[config.mk]
export PLATFORM = sky130hd
export DESIGN_NAME = alu_op_dispatcher_flat
export DESIGN_NICKNAME = d
export VERILOG_FILES = /design/src/rtl/alu_op_dispatcher_if.sv /design/src/rtl/alu_op_dispatcher.sv /design/src/flat_wrapper.sv
export SDC_FILE = /design/constraint.sdc
export NUM_CORES = 1
export LEC_CHECK = 0
export ABC_AREA = 1
export BUFFER_PORTS_ARGS = -buffer_cell sky130_fd_sc_hd__buf_4
export CAP_MARGIN = 20
export CORE_AREA = 2 2 215 217
export CTS_BUF_LIST = sky130_fd_sc_hd__clkbuf_4 sky130_fd_sc_hd__clkbuf_8 sky130_fd_sc_hd__clkbuf_16
export CTS_CLUSTER_DIAMETER = 120
export DETAILED_ROUTE_END_ITERATION = 8
export DIE_AREA = 0 0 217 219
export PLACE_DENSITY = 0.58
export SLEW_MARGIN = 20
export SYNTH_ARGS = -nofsm -noshare
export SYNTH_HDL_FRONTEND = slang
export SYNTH_SLANG_ARGS = --single-unit
[constraint.sdc]
create_clock -name clock -period 11.6 [get_ports clock]
set_input_delay 0.58 -clock clock [delete_from_list [all_inputs] [get_ports clock]]
set_output_delay 0.58 -clock clock [all_outputs]
set_load 0.1 [all_outputs]
[src/rtl/alu_op_dispatcher_if.sv]
// Command, ALU-request and response channels of alu_op_dispatcher bundled as one interface.
// err_timeout exists only when ALU_DISPATCH_TIMEOUT_EN is defined.
interface alu_op_dispatcher_if #(
    parameter int TAG_W = 4
);
    logic             cmd_valid;
    logic             cmd_ready;
    logic [31:0]      cmd_a;
    logic [31:0]      cmd_b;
    logic [7:0]       cmd_op;
    logic [31:0]      operand_a;
    logic [31:0]      operand_b;
    logic [7:0]       operator;
    logic             op_valid;
    logic             operation_done;
    logic [31:0]      result;
    logic             rsp_valid;
    logic             rsp_ready;
    logic [31:0]      rsp_result;
    logic [TAG_W-1:0] rsp_tag;
    logic             err_stray_done;
`ifdef ALU_DISPATCH_TIMEOUT_EN
    logic             err_timeout;
`endif

    // Dispatcher side
    modport master (
        input  cmd_valid, cmd_a, cmd_b, cmd_op, operation_done, result, rsp_ready,
        output cmd_ready, operand_a, operand_b, operator, op_valid,
               rsp_valid, rsp_result, rsp_tag, err_stray_done
`ifdef ALU_DISPATCH_TIMEOUT_EN
        , output err_timeout
`endif
    );

    // Producer / ALU / consumer side
    modport slave (
        output cmd_valid, cmd_a, cmd_b, cmd_op, operation_done, result, rsp_ready,
        input  cmd_ready, operand_a, operand_b, operator, op_valid,
               rsp_valid, rsp_result, rsp_tag, err_stray_done
`ifdef ALU_DISPATCH_TIMEOUT_EN
        , input err_timeout
`endif
    );
endinterface

[src/rtl/alu_op_dispatcher.sv]
// Buffers tagged ALU commands in a FIFO and issues them one at a time to alu_top.
// Define ALU_DISPATCH_TIMEOUT_EN to add a BUSY watchdog (TIMEOUT parameter, err_timeout port).
module alu_op_dispatcher #(
    parameter int DEPTH = 4,
    parameter int TAG_W = 4
`ifdef ALU_DISPATCH_TIMEOUT_EN
    , parameter int TIMEOUT = 64
`endif
) (
    input  logic                 clock,
    input  logic                 reset,
    alu_op_dispatcher_if.master  bus
);
    localparam int PW = $clog2(DEPTH);

    typedef enum logic [1:0] {IDLE, BUSY, HOLD} state_e;

    state_e           state_q, state_d;
    logic [31:0]      memA_q   [DEPTH];
    logic [31:0]      memB_q   [DEPTH];
    logic [7:0]       memOp_q  [DEPTH];
    logic [TAG_W-1:0] memTag_q [DEPTH];
    logic [PW:0]      wrPtr_q, rdPtr_q;
    logic [TAG_W-1:0] tagCnt_q;
    logic [31:0]      opA_q, opB_q;
    logic [7:0]       opCode_q;
    logic [TAG_W-1:0] curTag_q;
    logic [31:0]      rspResult_q;
    logic [TAG_W-1:0] rspTag_q;
    logic             strayErr_q;

    logic [PW-1:0]    wrIdx, rdIdx;
    logic             fifoFull, fifoEmpty;
    logic             push, pop, capture;
    logic [31:0]      captureData;

    assign wrIdx     = wrPtr_q[PW-1:0];
    assign rdIdx     = rdPtr_q[PW-1:0];
    assign fifoEmpty = (wrPtr_q == rdPtr_q);
    assign fifoFull  = (wrPtr_q[PW] != rdPtr_q[PW]) && (wrIdx == rdIdx);
    assign push      = bus.cmd_valid && !fifoFull;

    always_ff @(posedge clock) begin
        if (push) begin
            memA_q[wrIdx]   <= bus.cmd_a;
            memB_q[wrIdx]   <= bus.cmd_b;
            memOp_q[wrIdx]  <= bus.cmd_op;
            memTag_q[wrIdx] <= tagCnt_q;
        end
    end

    always_ff @(posedge clock or negedge reset) begin
        if (!reset) begin
            wrPtr_q  <= '0;
            rdPtr_q  <= '0;
            tagCnt_q <= '0;
        end else begin
            if (push) begin
                wrPtr_q  <= wrPtr_q + 1'b1;
                tagCnt_q <= tagCnt_q + 1'b1;
            end
            if (pop) begin
                rdPtr_q <= rdPtr_q + 1'b1;
            end
        end
    end

`ifdef ALU_DISPATCH_TIMEOUT_EN
    localparam int TW = $clog2(TIMEOUT + 1);

    logic [TW-1:0] timer_q;
    logic          timeoutPulse_q;
    logic          timeoutFire;

    // Timer is zero in the first BUSY cycle, so it fires after exactly TIMEOUT BUSY cycles.
    always_ff @(posedge clock or negedge reset) begin
        if (!reset) begin
            timer_q        <= '0;
            timeoutPulse_q <= 1'b0;
        end else begin
            timeoutPulse_q <= timeoutFire;
            if (state_q == BUSY) begin
                timer_q <= timer_q + 1'b1;
            end else begin
                timer_q <= '0;
            end
        end
    end

    assign bus.err_timeout = timeoutPulse_q;
`endif

    always_comb begin
        state_d     = state_q;
        pop         = 1'b0;
        capture     = 1'b0;
        captureData = bus.result;
`ifdef ALU_DISPATCH_TIMEOUT_EN
        timeoutFire = 1'b0;
`endif
        unique case (state_q)
            IDLE: begin
                if (!fifoEmpty) begin
                    pop     = 1'b1;
                    state_d = BUSY;
                end
            end
            BUSY: begin
                if (bus.operation_done) begin
                    capture = 1'b1;
                    state_d = HOLD;
                end
`ifdef ALU_DISPATCH_TIMEOUT_EN
                else if (timer_q == TW'(TIMEOUT - 1)) begin
                    capture     = 1'b1;
                    captureData = 32'hDEADBEEF;
                    timeoutFire = 1'b1;
                    state_d     = HOLD;
                end
`endif
            end
            HOLD: begin
                // A queued command issues on the same edge the response is taken.
                if (bus.rsp_ready) begin
                    if (!fifoEmpty) begin
                        pop     = 1'b1;
                        state_d = BUSY;
                    end else begin
                        state_d = IDLE;
                    end
                end
            end
            default: state_d = IDLE;
        endcase
    end

    always_ff @(posedge clock or negedge reset) begin
        if (!reset) begin
            state_q     <= IDLE;
            opA_q       <= '0;
            opB_q       <= '0;
            opCode_q    <= '0;
            curTag_q    <= '0;
            rspResult_q <= '0;
            rspTag_q    <= '0;
            strayErr_q  <= 1'b0;
        end else begin
            state_q <= state_d;
            if (pop) begin
                opA_q    <= memA_q[rdIdx];
                opB_q    <= memB_q[rdIdx];
                opCode_q <= memOp_q[rdIdx];
                curTag_q <= memTag_q[rdIdx];
            end
            if (capture) begin
                rspResult_q <= captureData;
                rspTag_q    <= curTag_q;
            end
            if (bus.operation_done && (state_q != BUSY)) begin
                strayErr_q <= 1'b1;
            end
        end
    end

    assign bus.cmd_ready      = !fifoFull;
    assign bus.operand_a      = opA_q;
    assign bus.operand_b      = opB_q;
    assign bus.operator       = opCode_q;
    assign bus.op_valid       = (state_q == BUSY);
    assign bus.rsp_valid      = (state_q == HOLD);
    assign bus.rsp_result     = rspResult_q;
    assign bus.rsp_tag        = rspTag_q;
    assign bus.err_stray_done = strayErr_q;
endmodule

[src/flat_wrapper.sv]
// flat-port wrapper written by rule: the top's interface ports become plain ports
module alu_op_dispatcher_flat 
#(
    parameter int DEPTH = 4,
    parameter int TAG_W = 4

)
  (clock, reset, bus_cmd_valid, bus_cmd_a, bus_cmd_b, bus_cmd_op, bus_operation_done, bus_result, bus_rsp_ready, bus_cmd_ready, bus_operand_a, bus_operand_b, bus_operator, bus_op_valid, bus_rsp_valid, bus_rsp_result, bus_rsp_tag, bus_err_stray_done);
  alu_op_dispatcher_if #(.TAG_W(TAG_W)) bus_i ();
  input  logic clock;
  input  logic reset;
  input wire logic [$bits(bus_i.cmd_valid)-1:0] bus_cmd_valid;
  input wire logic [$bits(bus_i.cmd_a)-1:0] bus_cmd_a;
  input wire logic [$bits(bus_i.cmd_b)-1:0] bus_cmd_b;
  input wire logic [$bits(bus_i.cmd_op)-1:0] bus_cmd_op;
  input wire logic [$bits(bus_i.operation_done)-1:0] bus_operation_done;
  input wire logic [$bits(bus_i.result)-1:0] bus_result;
  input wire logic [$bits(bus_i.rsp_ready)-1:0] bus_rsp_ready;
  output wire logic [$bits(bus_i.cmd_ready)-1:0] bus_cmd_ready;
  output wire logic [$bits(bus_i.operand_a)-1:0] bus_operand_a;
  output wire logic [$bits(bus_i.operand_b)-1:0] bus_operand_b;
  output wire logic [$bits(bus_i.operator)-1:0] bus_operator;
  output wire logic [$bits(bus_i.op_valid)-1:0] bus_op_valid;
  output wire logic [$bits(bus_i.rsp_valid)-1:0] bus_rsp_valid;
  output wire logic [$bits(bus_i.rsp_result)-1:0] bus_rsp_result;
  output wire logic [$bits(bus_i.rsp_tag)-1:0] bus_rsp_tag;
  output wire logic [$bits(bus_i.err_stray_done)-1:0] bus_err_stray_done;
  assign bus_i.cmd_valid = bus_cmd_valid;
  assign bus_i.cmd_a = bus_cmd_a;
  assign bus_i.cmd_b = bus_cmd_b;
  assign bus_i.cmd_op = bus_cmd_op;
  assign bus_i.operation_done = bus_operation_done;
  assign bus_i.result = bus_result;
  assign bus_i.rsp_ready = bus_rsp_ready;
  assign bus_cmd_ready = bus_i.cmd_ready;
  assign bus_operand_a = bus_i.operand_a;
  assign bus_operand_b = bus_i.operand_b;
  assign bus_operator = bus_i.operator;
  assign bus_op_valid = bus_i.op_valid;
  assign bus_rsp_valid = bus_i.rsp_valid;
  assign bus_rsp_result = bus_i.rsp_result;
  assign bus_rsp_tag = bus_i.rsp_tag;
  assign bus_err_stray_done = bus_i.err_stray_done;
  alu_op_dispatcher #(.DEPTH(DEPTH), .TAG_W(TAG_W)) u_core (.clock(clock), .reset(reset), .bus(bus_i));
endmodule
-- Yosys cells after proc, flatten, opt, wreduce, memory -nomap -nowiden
Memory sizes are Yosys's and may differ from the RTL's. A register that Yosys moved wholly into a read port is not among the register bits.
Index checks and enable logic that the tools add are counted.
Widths: inputs -> output; s select.
- order comparisons: 0
- eq/ne operators: 9
- div/mod/pow operators: 0
- $mul: 0
- reduce and logical (&&, ||, !) cells: 10
- multiplexer cells: 12
- add/sub/neg operators: 3
- shifts and indexed selects: 0
- bitwise gates (word level): 0
- operators with widths (cell ; count):
    $mux 1 ; 7
    $add 3x1->3 const B ; 2
    $mux 2 ; 3
    $ne 2x2->1 const B ; 3
    $pmux 2 s3 ; 1
    $logic_not 1->1 ; 5
    $add 4x1->4 const B ; 1
    $eq 3x3->1 ; 1
    $logic_and 1x1->1 ; 3
    $reduce_and 3->1 ; 1
    $eq 2x1->1 const B ; 1
    $eq 2x2->1 ; 1
    $eq 2x2->1 const B ; 1
    $logic_not 2->1 ; 1
    $ne 2x1->1 const B ; 1
    $pmux 1 s2 ; 1
    $ne 1x1->1 ; 1
- memories kept: 4
- latch bits: 0
- bits of input ports: 109
- memory bits (writable): 304
- output and inout port bits: 112
- logic and storage cells: 45
- ROM bits: 0
- flip-flop bits (word level): 49
- memory list (memory ; words ; width ; read ports ; clocked after Yosys merged registers in ; write ports ; line ; text):
    u_core.memA_q ; 4 ; 32 ; 1 ; 1 ; 1 ; alu_op_dispatcher.sv:19 ; logic [31:0] memA_q [DEPTH];
    u_core.memB_q ; 4 ; 32 ; 1 ; 1 ; 1 ; alu_op_dispatcher.sv:20 ; logic [31:0] memB_q [DEPTH];
    u_core.memOp_q ; 4 ; 8 ; 1 ; 1 ; 1 ; alu_op_dispatcher.sv:21 ; logic [7:0] memOp_q [DEPTH];
    u_core.memTag_q ; 4 ; 4 ; 1 ; 1 ; 1 ; alu_op_dispatcher.sv:22 ; logic [TAG_W-1:0] memTag_q [DEPTH];

-- Longest topological paths before layout
Gate-level depths: netlist of run 1.
- depth in word-level cells: 6
- depth in mapped cells: 9

-- Worst setup path before layout of run 1
No wires, ideal clock.
- path kind: register to register
- from: register u_core.rdPtr_q[0]
- to: memory u_core.memA_q[0][0], enable pin
- data required time: 11089 ps
- arrival: 4668 ps
- stages on the path, launching flop included: 8
- buffers on the path: 2
- library setup time: 511 ps
- setup slack: 6421 ps
- path through: dfrtp_1 -> buf_4 -> nand2_1 -> nand2_1 -> nand3_2 -> nand2_1 -> buf_4 -> nor2_1
- cells in the longest elaborated chain, start to end: 6
- RTL lines (item ; line ; text):
    start, declared ; alu_op_dispatcher.sv:23 ; logic [PW:0] wrPtr_q, rdPtr_q;
    start signal, assigned ; alu_op_dispatcher.sv:63 ; rdPtr_q <= rdPtr_q + 1'b1;
    $eq 2x2->1 ; alu_op_dispatcher.sv:40 ; assign fifoFull = (wrPtr_q[PW] != rdPtr_q[PW]) && (wrIdx == rdIdx);
    $logic_and 1x1->1 ; alu_op_dispatcher.sv:40 ;
    $logic_not 1->1 ; -- ;
    named net bus_cmd_ready ; flat_wrapper.sv:19 ; output wire logic [$bits(bus_i.cmd_ready)-1:0] bus_cmd_ready;
    $logic_and 1x1->1 ; alu_op_dispatcher.sv:41 ; assign push = bus.cmd_valid && !fifoFull;
    $mux 1 ; alu_op_dispatcher.sv:44 ; if (push) begin
    $mux 1 (implied by the code) ; alu_op_dispatcher.sv:45 ; memA_q[wrIdx] <= bus.cmd_a;
    end, declared ; alu_op_dispatcher.sv:19 ;
The timed path passes the listed nets, and every way through them passes these cells.

-- Worst setup path after layout of run 1
- from: register u_core.rdPtr_q[0]
- to: memory u_core.memB_q[0][1], enable pin
- cells in the longest elaborated chain, start to end: 6
- RTL lines (item ; line ; text):
    $eq 2x2->1 ; alu_op_dispatcher.sv:40 ;
    $logic_and 1x1->1 ; alu_op_dispatcher.sv:40 ;
    $logic_not 1->1 ; alu_op_dispatcher.sv:41 ;
    $logic_and 1x1->1 ; alu_op_dispatcher.sv:41 ;
    $mux 1 ; alu_op_dispatcher.sv:44 ;
    $mux 1 (implied by the code) ; alu_op_dispatcher.sv:46 ; memB_q[wrIdx] <= bus.cmd_b;
    end, declared ; alu_op_dispatcher.sv:20 ;
No other way between the ends.

==> results of run 1 <==
==> worst max path at each step <==
stage	cells past startpoint	from	to
after global placement	7	u_core.rdPtr_q[0]	u_core.memA_q[1][18]
after floorplan	7	u_core.rdPtr_q[0]	u_core.memA_q[0][0]
after detailed placement	7	u_core.rdPtr_q[0]	u_core.memOp_q[2][3]
after CTS	7	u_core.rdPtr_q[0]	u_core.memB_q[2][1]
after global routing	7	u_core.rdPtr_q[0]	u_core.memB_q[0][1]
final	7	u_core.rdPtr_q[0]	u_core.memB_q[0][1]
==> registers in the layout, summed over array words and instances, names as in the netlist, 4 cells and up <==
signal	flops
u_core.bus.rsp_result	32
u_core.tagCnt_q	4
u_core.memTag_q	16
u_core.bus.rsp_tag	4
u_core.curTag_q	4
u_core.memA_q	128
u_core.memOp_q	32
u_core.bus.operator	8
u_core.bus.operand_a	32
u_core.memB_q	128
u_core.bus.operand_b	32
==> per-stage QoR <==
stage	utilization, %	cell area [µm²]	instances	worst slack [ns]	hold WS, ns
final	47.96	21620	2609	7.443	0.07132
after global routing	47.96	21620	2609	7.094	0.1208
after CTS	47.85	21580	2607	7.274	0.06894
after detailed placement	44.41	20020	2521	7.294	0.4605
after global placement	44.30	19970	2519	7.272	0.4450
after floorplan	-	17840	1775	6.421	0.2844
==> layer usage <==
metal	vias to the layer above	wire (µm)	track usage [%]	share of wire, %
met1	5615	18930	24.28	46
met4	6	633	4.201	1.5
met5	-	44	0	0.11
li1	5970	-	-	-
met3	55	2437	3.895	5.9
met2	295	19070	28.17	46
==> cell usage in the layout (no fill, tap or decap), drive strengths merged, types with 3 or more instances in the layout <==
cell    count
edfxtp    304
buf       235
nor2        6
bufinv      4
xor2        3
ha          6
inv       321
nand2     643
dfrtp     125
nand3     277
clkbuf     66
clkinv     15
==> worst max-delay path, cell delays in order, from the launching register on <==
cell,delay [ns]
dfrtp_4,0.95
inv_4,0.41
nand2_1,0.14
nand2_1,0.12
nand3_2,0.18
nand2_1,0.37
nor2_4,0.80
buf_4,0.75
==> layout make-up <==
cell class	instances	share of cell area, %
clock buffer	66	6.191
clock inverter	20	0.9837
inverter	320	5.572
multi-input combinational	939	18.59
sequential	429	56.72
tap	600	3.472
timing repair buffer	235	8.477
==> logic make-up after synthesis <==
family,Yosys count
fa+ha+maj,6
flops,429
simple gates,927
xor+xnor,3
compound gates,3
buf+inv,407
==> impl_metrics.prom, run 1 <==
# TYPE chip_impl_metric gauge
chip_impl_metric{name="max_freq",unit="MHz"} 240.6
chip_impl_metric{name="timing.reg2reg.worst_path_depth",unit=""} 7
chip_impl_metric{name="required_arrival_time_at_the_worst_endpoint",unit="ns"} 11.79
chip_impl_metric{name="first_global_vias",unit=""} 11800
chip_impl_metric{name="pin_count_of_the_biggest_net_entering_global_routing",unit=""} 87
chip_impl_metric{name="die_w",unit="µm"} 217
chip_impl_metric{name="synth-compound-area-share",unit="%"} 0.1613
chip_impl_metric{name="synth_cell_type_count",unit=""} 20
chip_impl_metric{name="first_iter_violations",unit=""} 831
chip_impl_metric{name="sequential_share_of_the_synthesized_area",unit="%"} 68.70
chip_impl_metric{name="worst_setup_hold_path_clk_slew",unit="ns"} 0.06
chip_impl_metric{name="clock_tree.htree_level_count",unit=""} 2
chip_impl_info{name="crit-reg2reg-launch",value="u_core.rdPtr_q[0]"} 1
chip_impl_metric{name="cts_setup_buffers",unit=""} 0
chip_impl_info{name="post_synth_most_frequent_cells",value="nand2_1 (642), inv_1 (318), edfxtp_1 (304)"} 1
chip_impl_info{name="setup_repair_after_global_routing_missed_its_margin",value="no"} 1
chip_impl_metric{name="place_hpwl",unit="µm"} 24470
chip_impl_metric{name="floorplan.rows",unit=""} 78
chip_impl_metric{name="gp_congestion",unit=""} 0.7834
chip_impl_metric{name="grt_antenna_before_repair",unit=""} 3
chip_impl_metric{name="min_period_over_period",unit="%"} 35.84
chip_impl_info{name="outcome",value="finished clean"} 1
chip_impl_metric{name="port-buffer-count",unit=""} 220
chip_impl_metric{name="drtPass1Iterations",unit=""} 5
chip_impl_metric{name="final.fill_count",unit=""} 4171
chip_impl_metric{name="final_hold_viol_count",unit=""} 0
chip_impl_metric{name="number_of_enable_flip_flop_cells_after_synthesis",unit=""} 304
chip_impl_metric{name="post_synth_fa_ha_maj_area_fraction",unit="%"} 0.4208
chip_impl_metric{name="multi_input_area",unit="µm²"} 4019
chip_impl_info{name="timing.rr.end",value="u_core.memB_q[0][1]"} 1
chip_impl_metric{name="globalRoute.totalOverflow",unit=""} 0
chip_impl_info{name="largest_family_of_logic_cells_by_synthesized_area",value="simple AND/OR/NAND/NOR gates"} 1
chip_impl_info{name="setup.worst_path.class",value="flip-flop to flip-flop"} 1
chip_impl_metric{name="totalNegativeSetupSlack",unit="ns"} 0
chip_impl_metric{name="worst_endpoint_data_arrival_time",unit="ns"} 4.35
chip_impl_metric{name="post_synth_xor_area_fraction",unit="%"} 0.1473
chip_impl_info{name="timing.critical_path.to_type",value="flip-flop"} 1
chip_impl_metric{name="finalClockSkew",unit="ns"} 0.02345
chip_impl_info{name="synthFlopType",value="edfxtp_1"} 1
chip_impl_metric{name="synth-simple-area-share",unit="%"} 21.53
chip_impl_metric{name="clkLatencyLatePin",unit="ns"} 0.58
chip_impl_info{name="min_delay_path_class",value="primary input to async pin"} 1
chip_impl_metric{name="ys.warnings.count",unit=""} 0
chip_impl_metric{name="synth-seq-cells",unit=""} 429
chip_impl_metric{name="critical_path_peak_fanout",unit=""} 71
chip_impl_info{name="cts_tree",value="built"} 1
chip_impl_metric{name="io_pins",unit=""} 221
chip_impl_metric{name="die_y",unit="µm"} 219
chip_impl_metric{name="design.die.area",unit="µm²"} 47520
chip_impl_metric{name="synth.top_cell.area_share",unit="%"} 51.17
chip_impl_metric{name="clock_sinks",unit=""} 429
chip_impl_metric{name="numCtsBuffers",unit=""} 46
chip_impl_metric{name="wire_per_inst",unit="µm"} 15.76
chip_impl_metric{name="postRouteAntennaNets",unit=""} 0
chip_impl_metric{name="synthesis.area",unit="µm²"} 17840
chip_impl_info{name="ctsRootBufferMaster",value="clkbuf_16"} 1
chip_impl_metric{name="max_slew_violation_total_from_the_final_report",unit=""} 0
chip_impl_metric{name="setup_violators_final",unit=""} 0
chip_impl_info{name="top_count_cell_post_synth",value="nand2_1"} 1
chip_impl_metric{name="postRouteWirelength",unit="µm"} 41110
chip_impl_metric{name="layout-area-overhead-vs-synth",unit="%"} 21.20
chip_impl_metric{name="layout.area.seq",unit="µm²"} 12260
chip_impl_metric{name="maximum_buffer_depth_of_the_clock_tree",unit=""} 3
chip_impl_metric{name="syn_area_per_cell",unit="µm²"} 10.05
chip_impl_metric{name="worst_tran_pin_value",unit="ns"} 1.056
chip_impl_metric{name="cts-resized-gates",unit=""} 0
chip_impl_info{name="startpoint_type",value="flip-flop"} 1
chip_impl_info{name="synth_top_cells_by_area",value="edfxtp_1 (51%), dfrtp_1 (18%), nand2_1 (14%)"} 1
chip_impl_metric{name="vias_per_cell",unit=""} 4.577
chip_impl_metric{name="via_count",unit=""} 11940
chip_impl_metric{name="fin_crit",unit="ns"} 4.157
chip_impl_metric{name="post_synth_mux_area_share",unit="%"} 0
chip_impl_metric{name="drcViolationCount",unit=""} 0
chip_impl_metric{name="core_area",unit="µm²"} 45090
chip_impl_metric{name="timing.max_cap.violations",unit=""} 0
chip_impl_info{name="synth_largest_area_cell",value="edfxtp_1"} 1
chip_impl_metric{name="post_cts_hold_buffer_count",unit=""} 0
chip_impl_metric{name="setup.reg_to_reg.worst_slack",unit="ns"} 7.44
chip_impl_metric{name="async_flop_share",unit="%"} 29.14
chip_impl_metric{name="first_pass_grt_wire_length",unit="µm"} 65360
chip_impl_metric{name="floorplan.initialDensity",unit="%"} 39.57
chip_impl_metric{name="diodes",unit=""} 0
chip_impl_metric{name="postSynthNetCount",unit=""} 1890
chip_impl_metric{name="post_route_cells_drive_above_1_share",unit="%"} 16.43
chip_impl_metric{name="slew_headroom",unit="%"} 29.61
chip_impl_metric{name="final_nets",unit=""} 2086
chip_impl_metric{name="synthesis.instances",unit=""} 1775
chip_impl_metric{name="track_usage",unit="%"} 17.53
Power of run 1 is left out: the tool's default activity adds up to more than one toggle a clock period on the data nets, which glitch-free logic cannot reach.
==> inputs of run 2 (changes only) <==
- clock period: 11.6 -> 4.05 ns (I/O delays scaled with it)
==> run 2 against run 1 <==
Effect of this change:
- utilization rose by 2.5 points
- worst setup slack worse by 6.0 ns
- sequential share of layout area shrank 2.8 points
- die area unchanged
- non-clock buffer count grew 111
- sequential cell count unchanged
- fmax rose by 57%
- critical path type unchanged
- largest cell class unchanged
==> impl_metrics.prom, run 2 (synthesis gave the netlist of run 1 again) <==
# TYPE chip_impl_metric gauge
chip_impl_metric{name="totalNegativeSetupSlack",unit="ns"} 0
chip_impl_metric{name="wire_per_inst",unit="µm"} 15.86
chip_impl_metric{name="setup.reg_to_reg.worst_slack",unit="ns"} 1.40
chip_impl_metric{name="postLayoutCellArea",unit="µm²"} 22750
chip_impl_metric{name="fin_crit",unit="ns"} 2.655
chip_impl_metric{name="io_pins",unit=""} 221
chip_impl_metric{name="via_count",unit=""} 12470
chip_impl_metric{name="port-buffer-count",unit=""} 220
chip_impl_metric{name="track_usage",unit="%"} 18.43
chip_impl_info{name="top_library_cells_by_usage_in_the_layout_fill_and_taps_aside",value="nand2_1 (641), inv_1 (318), edfxtp_1 (304), nand3_1 (275), buf_4 (238)"} 1
chip_impl_metric{name="max_freq",unit="MHz"} 376.7
chip_impl_metric{name="drtPass1Iterations",unit=""} 7
chip_impl_metric{name="clock_tree.htree_level_count",unit=""} 2
chip_impl_info{name="min_delay_path_class",value="primary input to flip-flop"} 1
chip_impl_info{name="largest_registers",value="u_core.memA_q x128, u_core.memB_q x128"} 1
chip_impl_metric{name="drcViolationCount",unit=""} 0
chip_impl_metric{name="globalRoute.totalOverflow",unit=""} 0
chip_impl_info{name="cts_tree",value="built"} 1
chip_impl_metric{name="worst_setup_hold_path_clk_slew",unit="ns"} 0.06
chip_impl_metric{name="maximum_buffer_depth_of_the_clock_tree",unit=""} 3
chip_impl_metric{name="gp_congestion",unit=""} 0.7702
chip_impl_metric{name="timing.max_cap.violations",unit=""} 0
chip_impl_metric{name="worst_endpoint_data_arrival_time",unit="ns"} 3.12
chip_impl_metric{name="first_pass_grt_wire_length",unit="µm"} 68310
chip_impl_metric{name="required_arrival_time_at_the_worst_endpoint",unit="ns"} 4.51
chip_impl_metric{name="postRouteWirelength",unit="µm"} 43190
chip_impl_info{name="setup.worst_path.class",value="flip-flop to flip-flop"} 1
chip_impl_metric{name="numCtsBuffers",unit=""} 48
chip_impl_info{name="layout.cells.most_common",value="nand2_1"} 1
chip_impl_metric{name="finalClockSkew",unit="ns"} 0.02112
chip_impl_metric{name="clkLatencyLatePin",unit="ns"} 0.58
chip_impl_metric{name="floorplan.initialDensity",unit="%"} 39.57
chip_impl_metric{name="die_y",unit="µm"} 219
chip_impl_metric{name="final_hold_viol_count",unit=""} 0
chip_impl_metric{name="clock_sinks",unit=""} 429
chip_impl_info{name="outcome",value="finished clean"} 1
chip_impl_metric{name="floorplan.rows",unit=""} 78
chip_impl_info{name="setup_repair_after_global_routing_missed_its_margin",value="no"} 1
chip_impl_metric{name="cts-resized-gates",unit=""} 0
chip_impl_metric{name="worst_tran_pin_value",unit="ns"} 1.085
chip_impl_metric{name="design.die.area",unit="µm²"} 47520
chip_impl_metric{name="critical_path_peak_fanout",unit=""} 87
chip_impl_metric{name="place_hpwl",unit="µm"} 23380
chip_impl_info{name="ctsRootBufferMaster",value="clkbuf_16"} 1
chip_impl_metric{name="postRouteAntennaNets",unit=""} 0
chip_impl_metric{name="utilization",unit="%"} 50.47
chip_impl_metric{name="min_period_over_period",unit="%"} 65.54
chip_impl_info{name="startpoint_type",value="flip-flop"} 1
chip_impl_metric{name="pin_count_of_the_biggest_net_entering_global_routing",unit=""} 88
chip_impl_metric{name="placed_cells_incl_taps",unit=""} 2527
chip_impl_metric{name="die_w",unit="µm"} 217
chip_impl_metric{name="first_global_vias",unit=""} 12520
chip_impl_info{name="timing.critical_path.to_type",value="flip-flop"} 1
chip_impl_metric{name="first_iter_violations",unit=""} 809
chip_impl_metric{name="max_slew_violation_total_from_the_final_report",unit=""} 0
chip_impl_metric{name="diodes",unit=""} 0
chip_impl_metric{name="post_route_cells_drive_above_1_share",unit="%"} 15.87
chip_impl_metric{name="cts_setup_buffers",unit=""} 0
chip_impl_metric{name="setup_violators_final",unit=""} 0
chip_impl_metric{name="vias_per_cell",unit=""} 4.578
chip_impl_metric{name="instances_no_fill",unit=""} 2723
chip_impl_metric{name="grt_antenna_before_repair",unit=""} 1
chip_impl_metric{name="core_area",unit="µm²"} 45090
chip_impl_metric{name="layout-area-overhead-vs-synth",unit="%"} 27.54
chip_impl_metric{name="dpl-instance-area",unit="µm²"} 20040
chip_impl_metric{name="slew_headroom",unit="%"} 27.65
chip_impl_metric{name="final_nets",unit=""} 2199
-- run 2: critical path, stage by stage (launching register included) --
cell and delay (ns):
dfrtp_4 0.50, inv_4 0.06, buf_4 0.56, buf_4 0.89, nand2_1 0.12, nand3_1 0.12, nand2_1 0.06, nand3_1 0.10
nand2_1 0.07
-- run 2: layout make-up --
| type | count | area, µm² |
|---|---|---|
| clock inverters | 18 | 203.9 |
| multi-input cells | 939 | 4028 |
| clock buffers | 71 | 1434 |
| fillers | 4042 | 22330 |
| well taps | 600 | 750.7 |
| flip-flops and latches | 429 | 12260 |
| inverters | 320 | 1205 |
| repair buffers | 346 | 2869 |
-- run 2: routing by layer --
metal	vias up	track usage [%]	routed length [µm]
met1	5886	23.91	19290
met5	-	0	11
met3	64	3.049	2287
met4	2	5.639	861
li1	6193	-	-
met2	322	31.73	20740
-- run 2: worst paths after layout --
kind | depth (start not counted) | startpoint | to
setup / recovery | 8 | u_core.rdPtr_q[0] | u_core.bus.operand_a[11]
hold / removal | 3 | bus_operation_done | u_core.bus.rsp_tag[0]
setup reg to reg | 8 | u_core.rdPtr_q[0] | u_core.bus.operand_a[11]
hold reg to reg | 1 | u_core.bus.err_stray_done | u_core.bus.err_stray_done
max in group asynchronous | 3 | reset | u_core.bus.rsp_result[29]
min in group asynchronous | 2 | reset | u_core.bus.rsp_result[10]
-- run 2: stage by stage --
step	setup slack, ns	hold slack [ns]
CTS	1.319	0.06409
floorplan	-1.129	-0.09309
detailed placement	1.350	0.3544
global route	1.112	0.09769
finish	1.395	0.09479
global placement	1.417	0.3559
-- run 2: repair_timing --
| item | 4_1_cts | 5_1_grt |
|---|---|---|
| endpoints found under the hold margin | 407 | 0 |
| setup endpoints to repair | 0 | 0 |
| hold buffers | 107 | 0 |
Power of run 2 is left out for the same reason.
